## src/rtl/seq_restoring_divider_pkg.sv

```systemverilog
// Shared definitions for the sequential restoring divider: state encoding,
// default operand width and the iteration-counter width helper.
package seq_restoring_divider_pkg;

    typedef enum logic [1:0] {
        ST_IDLE = 2'b00,
        ST_RUN  = 2'b01,
        ST_DONE = 2'b10
    } div_state_t;

    localparam int DEFAULT_WIDTH = 4;

    // Counter must hold 0..WIDTH, hence clog2(WIDTH+1).
    function automatic int counter_width(input int width);
        return $clog2(width + 1);
    endfunction

    localparam int DEFAULT_CNT_W = $clog2(DEFAULT_WIDTH + 1);

endpackage

```

## src/rtl/seq_restoring_divider_ripple_borrow_subtractor.sv

```systemverilog
// Combinational ripple-borrow subtractor: diff = a - b, borrow_out set when
// b > a. A chain of full-subtractor cells with the first borrow-in tied low.
module ripple_borrow_subtractor #(
    parameter int N = 5
) (
    input  logic [N-1:0] a,
    input  logic [N-1:0] b,
    output logic [N-1:0] diff,
    output logic         borrow_out
);

    logic [N:0] borrow_s;

    assign borrow_s[0] = 1'b0;

    for (genvar i = 0; i < N; i++) begin : g_cell
        // Full-subtractor cell: difference bit and borrow to the next stage.
        assign diff[i]       = a[i] ^ b[i] ^ borrow_s[i];
        assign borrow_s[i+1] = (~a[i] & b[i]) | (~(a[i] ^ b[i]) & borrow_s[i]);
    end

    assign borrow_out = borrow_s[N];

endmodule

```

## src/rtl/seq_restoring_divider.sv

```systemverilog
// Multi-cycle unsigned restoring divider. One quotient bit is resolved per
// clock in RUN; divide-by-zero short-circuits straight to DONE.
module seq_restoring_divider
    import seq_restoring_divider_pkg::*;
#(
    parameter int WIDTH = DEFAULT_WIDTH
) (
    input  logic             clk,
    input  logic             rst,
    input  logic             start,
    input  logic [WIDTH-1:0] dividend,
    input  logic [WIDTH-1:0] divisor,
    output logic             busy,
    output logic             done,
    output logic [WIDTH-1:0] quotient,
    output logic [WIDTH-1:0] remainder,
    output logic             div_by_zero
);

    localparam int CNT_W = counter_width(WIDTH);

    div_state_t       state_r;
    div_state_t       state_next_s;

    logic [WIDTH:0]   rem_r;
    logic [WIDTH-1:0] q_r;
    logic [WIDTH-1:0] dvsr_r;
    logic [CNT_W-1:0] cnt_r;

    logic [WIDTH-1:0] quotient_r;
    logic [WIDTH-1:0] remainder_r;
    logic             dbz_r;
    logic             busy_r;
    logic             done_r;

    logic [WIDTH:0]   shifted_s;
    logic [WIDTH:0]   trial_s;
    logic             borrow_s;
    logic [WIDTH:0]   rem_step_s;
    logic [WIDTH-1:0] q_step_s;
    logic             last_iter_s;
    logic             accept_s;
    logic             divisor_zero_s;

    assign shifted_s      = {rem_r[WIDTH-1:0], q_r[WIDTH-1]};
    assign last_iter_s    = (cnt_r == CNT_W'(WIDTH - 1));
    assign divisor_zero_s = (divisor == {WIDTH{1'b0}});
    assign accept_s       = (state_r == ST_IDLE) && start;

    // Width is WIDTH+1 so the shifted partial remainder never overflows.
    ripple_borrow_subtractor #(
        .N (WIDTH + 1)
    ) u_sub (
        .a          (shifted_s),
        .b          ({1'b0, dvsr_r}),
        .diff       (trial_s),
        .borrow_out (borrow_s)
    );

    // One restoring step: keep the trial difference unless it borrowed.
    always_comb begin
        rem_step_s = shifted_s;
        q_step_s   = {q_r[WIDTH-2:0], 1'b0};
        if (!borrow_s) begin
            rem_step_s = trial_s;
            q_step_s   = {q_r[WIDTH-2:0], 1'b1};
        end else begin
            rem_step_s = shifted_s;
            q_step_s   = {q_r[WIDTH-2:0], 1'b0};
        end
    end

    // Next-state decode for the IDLE/RUN/DONE controller.
    always_comb begin
        state_next_s = state_r;
        case (state_r)
            ST_IDLE: begin
                if (start) begin
                    if (divisor_zero_s) begin
                        state_next_s = ST_DONE;
                    end else begin
                        state_next_s = ST_RUN;
                    end
                end else begin
                    state_next_s = ST_IDLE;
                end
            end
            ST_RUN: begin
                if (last_iter_s) begin
                    state_next_s = ST_DONE;
                end else begin
                    state_next_s = ST_RUN;
                end
            end
            ST_DONE: state_next_s = ST_IDLE;
            default: state_next_s = ST_IDLE;
        endcase
    end

    // Controller state register.
    always_ff @(posedge clk or posedge rst) begin
        if (rst) begin
            state_r <= ST_IDLE;
        end else begin
            state_r <= state_next_s;
        end
    end

    // Working remainder, quotient shift register, latched divisor and counter.
    always_ff @(posedge clk or posedge rst) begin
        if (rst) begin
            rem_r  <= {(WIDTH+1){1'b0}};
            q_r    <= {WIDTH{1'b0}};
            dvsr_r <= {WIDTH{1'b0}};
            cnt_r  <= {CNT_W{1'b0}};
        end else begin
            case (state_r)
                ST_IDLE: begin
                    if (start && !divisor_zero_s) begin
                        rem_r  <= {(WIDTH+1){1'b0}};
                        q_r    <= dividend;
                        dvsr_r <= divisor;
                        cnt_r  <= {CNT_W{1'b0}};
                    end
                end
                ST_RUN: begin
                    rem_r <= rem_step_s;
                    q_r   <= q_step_s;
                    cnt_r <= cnt_r + CNT_W'(1);
                end
                default: begin
                    cnt_r <= cnt_r;
                end
            endcase
        end
    end

    // Result registers change only when entering DONE.
    always_ff @(posedge clk or posedge rst) begin
        if (rst) begin
            quotient_r  <= {WIDTH{1'b0}};
            remainder_r <= {WIDTH{1'b0}};
            dbz_r       <= 1'b0;
        end else if (accept_s && divisor_zero_s) begin
            quotient_r  <= {WIDTH{1'b1}};
            remainder_r <= dividend;
            dbz_r       <= 1'b1;
        end else if ((state_r == ST_RUN) && last_iter_s) begin
            quotient_r  <= q_step_s;
            remainder_r <= rem_step_s[WIDTH-1:0];
            dbz_r       <= 1'b0;
        end
    end

    // busy/done registered from the next state so they track the state register exactly.
    always_ff @(posedge clk or posedge rst) begin
        if (rst) begin
            busy_r <= 1'b0;
            done_r <= 1'b0;
        end else begin
            busy_r <= (state_next_s != ST_IDLE);
            done_r <= (state_next_s == ST_DONE);
        end
    end

    assign busy        = busy_r;
    assign done        = done_r;
    assign quotient    = quotient_r;
    assign remainder   = remainder_r;
    assign div_by_zero = dbz_r;

endmodule
```

## config.mk

```make
export PLATFORM = sky130hd
export DESIGN_NAME = seq_restoring_divider
export DESIGN_NICKNAME = d
export VERILOG_FILES = /design/src/rtl/seq_restoring_divider_pkg.sv /design/src/rtl/seq_restoring_divider_ripple_borrow_subtractor.sv /design/src/rtl/seq_restoring_divider.sv
export SDC_FILE = /design/constraint.sdc
export NUM_CORES = 1
export LEC_CHECK = 0
export CELL_PAD_IN_SITES_DETAIL_PLACEMENT = 0
export CELL_PAD_IN_SITES_GLOBAL_PLACEMENT = 2
export CORE_UTILIZATION = 30
export CTS_BUF_LIST = sky130_fd_sc_hd__clkbuf_8 sky130_fd_sc_hd__clkbuf_16
export DETAILED_ROUTE_END_ITERATION = 12
export PLACE_DENSITY_LB_ADDON = 0.1
export RECOVER_POWER = 100
export SLEW_MARGIN = 30
export SYNTH_ARGS = -nofsm -noshare
export SYNTH_HDL_FRONTEND = slang
export SYNTH_HIERARCHICAL = 1
export SYNTH_SLANG_ARGS = --single-unit
```

## constraint.sdc

```tcl
create_clock -name clk -period 2.7 [get_ports clk]
set_clock_uncertainty 0.2 [all_clocks]
set_input_delay 0.81 -clock clk [delete_from_list [all_inputs] [get_ports clk]]
set_output_delay 0.81 -clock clk [all_outputs]
set_load 0.03 [all_outputs]
```

**Word-level counts from Yosys, hierarchy flattened**

Index checks and enable logic that the tools add are counted.

- Register bits: 28
- Bits of input ports: 11
- Output and inout bits: 11

- Add/subtract/negate cells: 1
- Equal/unequal tests: 4
- Muxes and demuxes: 18
- Bitwise operators: 26
- Reductions and logical operators: 12

Operator list:

| kind | number |
|---|---|
| $mux W4 | 7 |
| $pmux W4 S2 | 2 |
| $and A1 B1 Y1 | 8 |
| $not A1 Y1 | 8 |
| $xor A1 B1 Y1 | 7 |
| $mux W2 | 3 |
| $pmux W3 S2 | 1 |
| $reduce_bool A2 Y1 | 3 |
| $logic_and A1 B1 Y1 | 4 |
| $logic_not A4 Y1 | 1 |
| $pmux W2 S2 | 1 |
| $reduce_and A2 Y1 | 2 |
| $add A3 B1 Y3 const B | 1 |
| $eq A3 B2 Y1 const B | 1 |
| $mux W1 | 3 |
| $mux W3 | 1 |
| $or A1 B1 Y1 | 3 |
| $eq A2 B1 Y1 const B | 1 |
| $eq A2 B2 Y1 const B | 1 |
| $logic_not A2 Y1 | 1 |
| $ne A2 B1 Y1 const B | 1 |
| $logic_not A1 Y1 | 1 |

**Depth between registers and ports, before layout**

- Word-level depth: 12
- Mapped depth: 14
- Gate-level depth less buffers: 13

**Hierarchy**

Netlist, hierarchy kept.

Modules (own cells, without submodules):

| module | instances | cells an instance | area an instance (µm²) | seq. area each (µm²) |
|---|---|---|---|---|
| seq_restoring_divider | 1 | 122 | 1276.2 | 700.7 |
| ripple_borrow_subtractor | 1 | 17 | 137.6 | 0.0 |

**Worst setup path after synthesis**

Ideal clock, no wire load.

- Path kind: reg2reg
- From: reg q_r[3]
- To: reg remainder_r[0], in the netlist remainder[0]
- Arrival: 2.551 ns
- Required time: 2.380 ns
- Path slack: -0.171 ns
- Cell stages (with the launch flop): 15
- Path buffers: 1
- Clock period less this slack: 2.871 ns
- Path through: dfrtp_1 > inv_1 > ha_1 > inv_1 > fa_1 > inv_1 > fa_1 > fa_1 > inv_1 > fa_1 > inv_1 > clkbuf_1 > mux2i_1 > nand3_1 > a31o_2

- Cells in the longest elaborated chain, start to end: 12

RTL lines:

| item | RTL line | text |
|---|---|---|
| start, declared | seq_restoring_divider.sv:26 | `logic [WIDTH-1:0] q_r;` |
| start signal, assigned | seq_restoring_divider.sv:113 | `q_r <= {WIDTH{1'b0}};` |
| start signal, assigned | seq_restoring_divider.sv:121 | `q_r <= dividend;` |
| start signal, assigned | seq_restoring_divider.sv:128 | `q_r <= q_step_s;` |
| $not A1 Y1 | seq_restoring_divider_ripple_borrow_subtractor.sv:19 | `assign borrow_s[i+1] = (~a[i] & b[i]) \| (~(a[i] ^ b[i]) & borrow_s[i]);` |
| $and A1 B1 Y1 (2 in series) | seq_restoring_divider_ripple_borrow_subtractor.sv:19 |  |
| $or A1 B1 Y1 | seq_restoring_divider_ripple_borrow_subtractor.sv:19 |  |
| $and A1 B1 Y1 | seq_restoring_divider_ripple_borrow_subtractor.sv:19 |  |
| $or A1 B1 Y1 | seq_restoring_divider_ripple_borrow_subtractor.sv:19 |  |
| $and A1 B1 Y1 | seq_restoring_divider_ripple_borrow_subtractor.sv:19 |  |
| $or A1 B1 Y1 | seq_restoring_divider_ripple_borrow_subtractor.sv:19 |  |
| $and A1 B1 Y1 | seq_restoring_divider_ripple_borrow_subtractor.sv:19 |  |
| via borrow_s | seq_restoring_divider.sv:38 | `logic borrow_s;` |
| $mux W4 | seq_restoring_divider.sv:64 | `if (!borrow_s) begin` |
| $mux W4 | seq_restoring_divider.sv:148 | `end else if ((state_r == ST_RUN) && last_iter_s) begin` |
| $mux W4 | seq_restoring_divider.sv:144 | `end else if (accept_s && divisor_zero_s) begin` |
| end signal, assigned | seq_restoring_divider.sv:142 | `remainder_r <= {WIDTH{1'b0}};` |
| end signal, assigned | seq_restoring_divider.sv:146 | `remainder_r <= dividend;` |
| end signal, assigned | seq_restoring_divider.sv:150 | `remainder_r <= rem_step_s[WIDTH-1:0];` |
| end, declared | seq_restoring_divider.sv:31 | `logic [WIDTH-1:0] remainder_r;` |

The timed path passes the listed nets, and every way through them passes these cells. The select of a mux whose other input is x is not followed.
A chain may end at the register's enable or synchronous reset.

**Worst setup path after layout**

- From: reg dvsr_r[0]
- To: reg remainder_r[1], in the netlist remainder[1]

- Cells in the longest elaborated chain, start to end: 11

RTL lines:

| item | RTL line | text |
|---|---|---|
| start, declared | seq_restoring_divider.sv:27 | `logic [WIDTH-1:0] dvsr_r;` |
| start signal, assigned | seq_restoring_divider.sv:114 | `dvsr_r <= {WIDTH{1'b0}};` |
| start signal, assigned | seq_restoring_divider.sv:122 | `dvsr_r <= divisor;` |
| $and A1 B1 Y1 (2 in series) | seq_restoring_divider_ripple_borrow_subtractor.sv:19 |  |
| $or A1 B1 Y1 | seq_restoring_divider_ripple_borrow_subtractor.sv:19 |  |
| $and A1 B1 Y1 | seq_restoring_divider_ripple_borrow_subtractor.sv:19 |  |
| $or A1 B1 Y1 | seq_restoring_divider_ripple_borrow_subtractor.sv:19 |  |
| $and A1 B1 Y1 | seq_restoring_divider_ripple_borrow_subtractor.sv:19 |  |
| $or A1 B1 Y1 | seq_restoring_divider_ripple_borrow_subtractor.sv:19 |  |
| $and A1 B1 Y1 | seq_restoring_divider_ripple_borrow_subtractor.sv:19 |  |
| via borrow_s | seq_restoring_divider.sv:38 |  |
| $mux W4 | seq_restoring_divider.sv:64 |  |
| $mux W4 | seq_restoring_divider.sv:148 |  |
| $mux W4 | seq_restoring_divider.sv:144 |  |

The timed path passes the listed nets, and every way through them passes these cells. The select of a mux whose other input is x is not followed.

==> implementation parameters <==
Parameter                              Value

Setup path
  Delay contributed by the slowest stage of the critical path    0.43 ns
  Cell occurring most often along the worst timing path    fa_2
  Cell Chain, Critical Path    ha_4 -> inv_2 -> fa_2 -> inv_2 -> fa_2 -> fa_2 -> inv_2 -> fa_2 -> clkinv_4 -> mux2i_2 -> nand3_1 -> a31o_2
  Sort of element at the end of the critical path    flop
  Maximum fanout along the worst path    5
  Logic depth of the worst path, buffers included    12
  Crit path kind    flop to flop
  CP Data Required Time    2.68 ns
  Buffers & Inverters on Critical Path    4
  Critical Path Slowest Stage Cell    dfrtp_1
  Category of the worst setup path launch point    flop
  Critical Path AT    2.78 ns
  Cell family contributing the most delay on the critical path    adder cells
  Reg2reg path depth    12

GRT
  Wire length of the first global-routing pass    5770 um
  Leftover overflow at the end of global routing    0
  Pin count of the biggest net entering global routing    29
  Combined global-route utilization of all metal layers    15.0%
  Initial antenna violation count    0
  Number of global-route vias before repair    1166

Synth
  Mux share of post-synthesis cell area    6.81%
  Sequential cell area fraction in the yosys report    49.6%
  Cell type contributing the most total cell area after synthesis    dfrtp_1
  Simple-gate area share of the yosys netlist    20.1%
  Post-synthesis share of cell area spent on xor and xnor gates    0%
  Library cell with the highest instance count after synthesis    dfrtp_1
  Syn nets    157
  Synthesized instance count    139
  Fraction of registers with async set or reset after synthesis    100%
  Synth Area in Compound Gates    8.94%
  Biggest area contributors in the synthesized netlist    dfrtp_1 (50%), nand2_1 (6.9%), fa_1 (5.7%)
  Avg Inst Size Synth    10.2 um^2
  Share of Yosys cell area claimed by the top area cell type    49.6%
  Ys flop type    dfrtp_1
  Cell types with the highest counts after synthesis    dfrtp_1 (28), nand2_1 (26), inv_1 (14), nand3_1 (14), o21ai_0 (6)
  Synthesized-area fraction occupied by adder cells    8.32%
  Total of flip-flops plus latches after synthesis    28
  Number of unique standard cell types used by synthesis    30
  Post-synth EDFFs    0
  Main combinational cell family by area after synthesis    simple AND/OR/NAND/NOR gates
  Post-synthesis cell area    1410 um^2
  Yosys Warn Count    6

Drt
  Met3 Routed Length    113 um
  Wire length on met2    1660 um
  Via count    1099
  Vias per Instance    4.84
  Detailed Route WL    3440 um
  First-iteration detailed-routing DRC count    39
  Number of iterations in the first detailed-routing pass    8
  Residual DRC count    5
  WL per Instance    15.1 um
  Uppermost layer routed    met4
  Routed met1 length    1650 um
  Detail Route Antenna Nets    0

Floorplan
  Die area    4990 um^2
  Number of placed I/O pins    22
  Core outline area    4440 um^2
  Starting utilization of the core area    31.8%
  Overall die width    70.7 um
  Die Y-Extent    70.7 um
  Number of placement rows    24

Timing
  Remaining max-slew budget at the tightest pin    52.9%
  Number of setup violations in the final report    5
  RSZ-0062 raised after global routing    true
  Slew at the pin with the worst max-slew slack    0.707 ns
  Final critical path time including I/O delays and setup    2.80 ns
  Max Slew Vio Count    0
  Number of hold-slack violations in the final timing report    0
  Maximum operating frequency    0.357 GHz
  Share of the cycle needed by the critical path after routing    104%
  Worst setup margin    -0.0985 ns

Final layout
  Share of post-route cells with drive strength above 1    25.1%
  Post-Layout Inst Area    1920 um^2
  Syn-to-layout area delta    36.1%
  Fin nets    194
  Number of diodes    0
  Final core utilization    43.3%

Power and ir drop
  Total power after layout    2540 uW
  Leakage component of the power    0.000888 uW
  VDD IR-drop max    0.510 mV
  Power per standard cell area    1320 nW/um^2

Clock tree
  Clock slew seen by the registers of the worst setup and hold paths    0.10 ns
  Clock tree from TritonCTS    done
  Clock root buffer    clkbuf_8
  Total CTS buffers    3
  Sink Count    28
  Later-pin clock latency in the skew report    0.28 ns
  H-tree levels    1
  Maximum root-to-sink buffer count    2

Placed design
  DP HPWL    2480 um
  Post-placement cell area    1780 um^2
  Global placement routability congestion    0.819
  Number of port buffers    21

Worst hold path
  Hold Path Class    flop to flop
  Worst Hold Path Cells    2

Status
  Violated checks    design-rule violations, negative setup slack
  Run status    complete, but fails checks

Run
  Max Cap Violations    0
cell type report:
| class | instances | area (um^2) |
|---|---|---|
| timing repair buffer | 39 | 340 |
| multi-input combinational | 90 | 689 |
| inverter | 14 | 57.6 |
| sequential | 28 | 701 |
| clock buffer | 3 | 41.3 |
| clock inverter | 1 | 30.0 |
| tap | 52 | 65.1 |
| fill | 460 | 2520 |
routing by layer:
| layer | up-vias | track usage, % |
|---|---|---|
| met1 | 538 | 20.0 |
| met4 | 0 | 3.33 |
| met3 | 2 | 3.56 |
| met5 | - | 0 |
| li1 | 538 | - |
| met2 | 21 | 25.1 |
what timing repair did:
action                     in CTS  in global routing
hold buffers                    0                  0
hold endpoints to repair        0                  0
setup buffers                   2                  1
pin swaps                       0                  4
setup endpoints to repair       6                  7
resized for setup               6                 16
cloned                          0                  0
metrics by stage:
stage	TNS, ns	setup WS, ns	cells	hold slack, ns
final	-0.409	-0.0985	227	0.280
after global routing	-1.13	-0.156	227	0.324
after CTS	-0.277	-0.0827	226	0.294
after detailed placement	-0.783	-0.198	220	0.267
after global placement	-0.370	-0.136	220	0.259
after floorplan	-0.0313	-0.0181	139	0.254
power breakdown:
group | internal (uW) | switching (uW)
logic | 678 | 765
registers | 623 | 139
clock network | 199 | 136
final timing paths:
check                      slack [ns]                     from                       end
max                              -0.1    dvsr_r[0]$_DFFE_PP0P_  remainder[1]$_DFFE_PP0P_
min                              0.28  div_by_zero$_DFFE_PP0P_   div_by_zero$_DFFE_PP0P_
max reg2reg                      -0.1    dvsr_r[0]$_DFFE_PP0P_  remainder[1]$_DFFE_PP0P_
min reg2reg                      0.28  div_by_zero$_DFFE_PP0P_   div_by_zero$_DFFE_PP0P_
max in group asynchronous        0.89                      rst  remainder[2]$_DFFE_PP0P_
min in group asynchronous        0.96                      rst      rem_r[3]$_DFFE_PP0P_
sequential cells by signal, summed over array words and instances (netlist names):
signal / flops
quotient: 4
cnt_r: 3
div_by_zero: 1
rem_r: 4
done: 1
busy: 1
q_r: 4
dvsr_r: 4
remainder: 4
state_r: 2
worst reg2reg max path: stages (launching register included):
cell and delay, ns:
dfrtp_1 0.43, ha_4 0.17, inv_2 0.04, fa_2 0.18
inv_2 0.04, fa_2 0.34, fa_2 0.36, inv_2 0.07
fa_2 0.22, clkinv_4 0.10, mux2i_2 0.20, nand3_1 0.10
a31o_2 0.26
cell usage in the layout, fill, tap and decap left out, drive strengths merged:
master	synthesis	final
and3	2	2
mux2	5	5
nor4	1	1
o22ai	3	3
nand3	14	14
or4	1	1
mux2i	4	4
clkdlybuf4s50	0	8
inv	14	13
dlygate4sd3	0	13
o21ai	7	7
nor2b	1	1
nor3b	1	1
nand3b	1	1
nor2	2	2
ha	3	3
o211ai	5	5
fa	4	4
clkinv	0	1
o221ai	1	1
conb	1	1
or3b	1	1
nand2	27	27
nand2b	3	3
a22o	1	1
bufinv	0	1
buf	5	15
a31o	2	2
dfrtp	28	28
clkbuf	2	6
cells by family after synthesis:
kind of cell,Yosys count
buffers and inverters,21
adder cells (fa/ha/maj),7
AO/OA/AOI/OAI,19
multiplexers,9
AND/OR/NAND/NOR,54
other,1
flip-flops,28
Power figures use the tool's default switching activity.
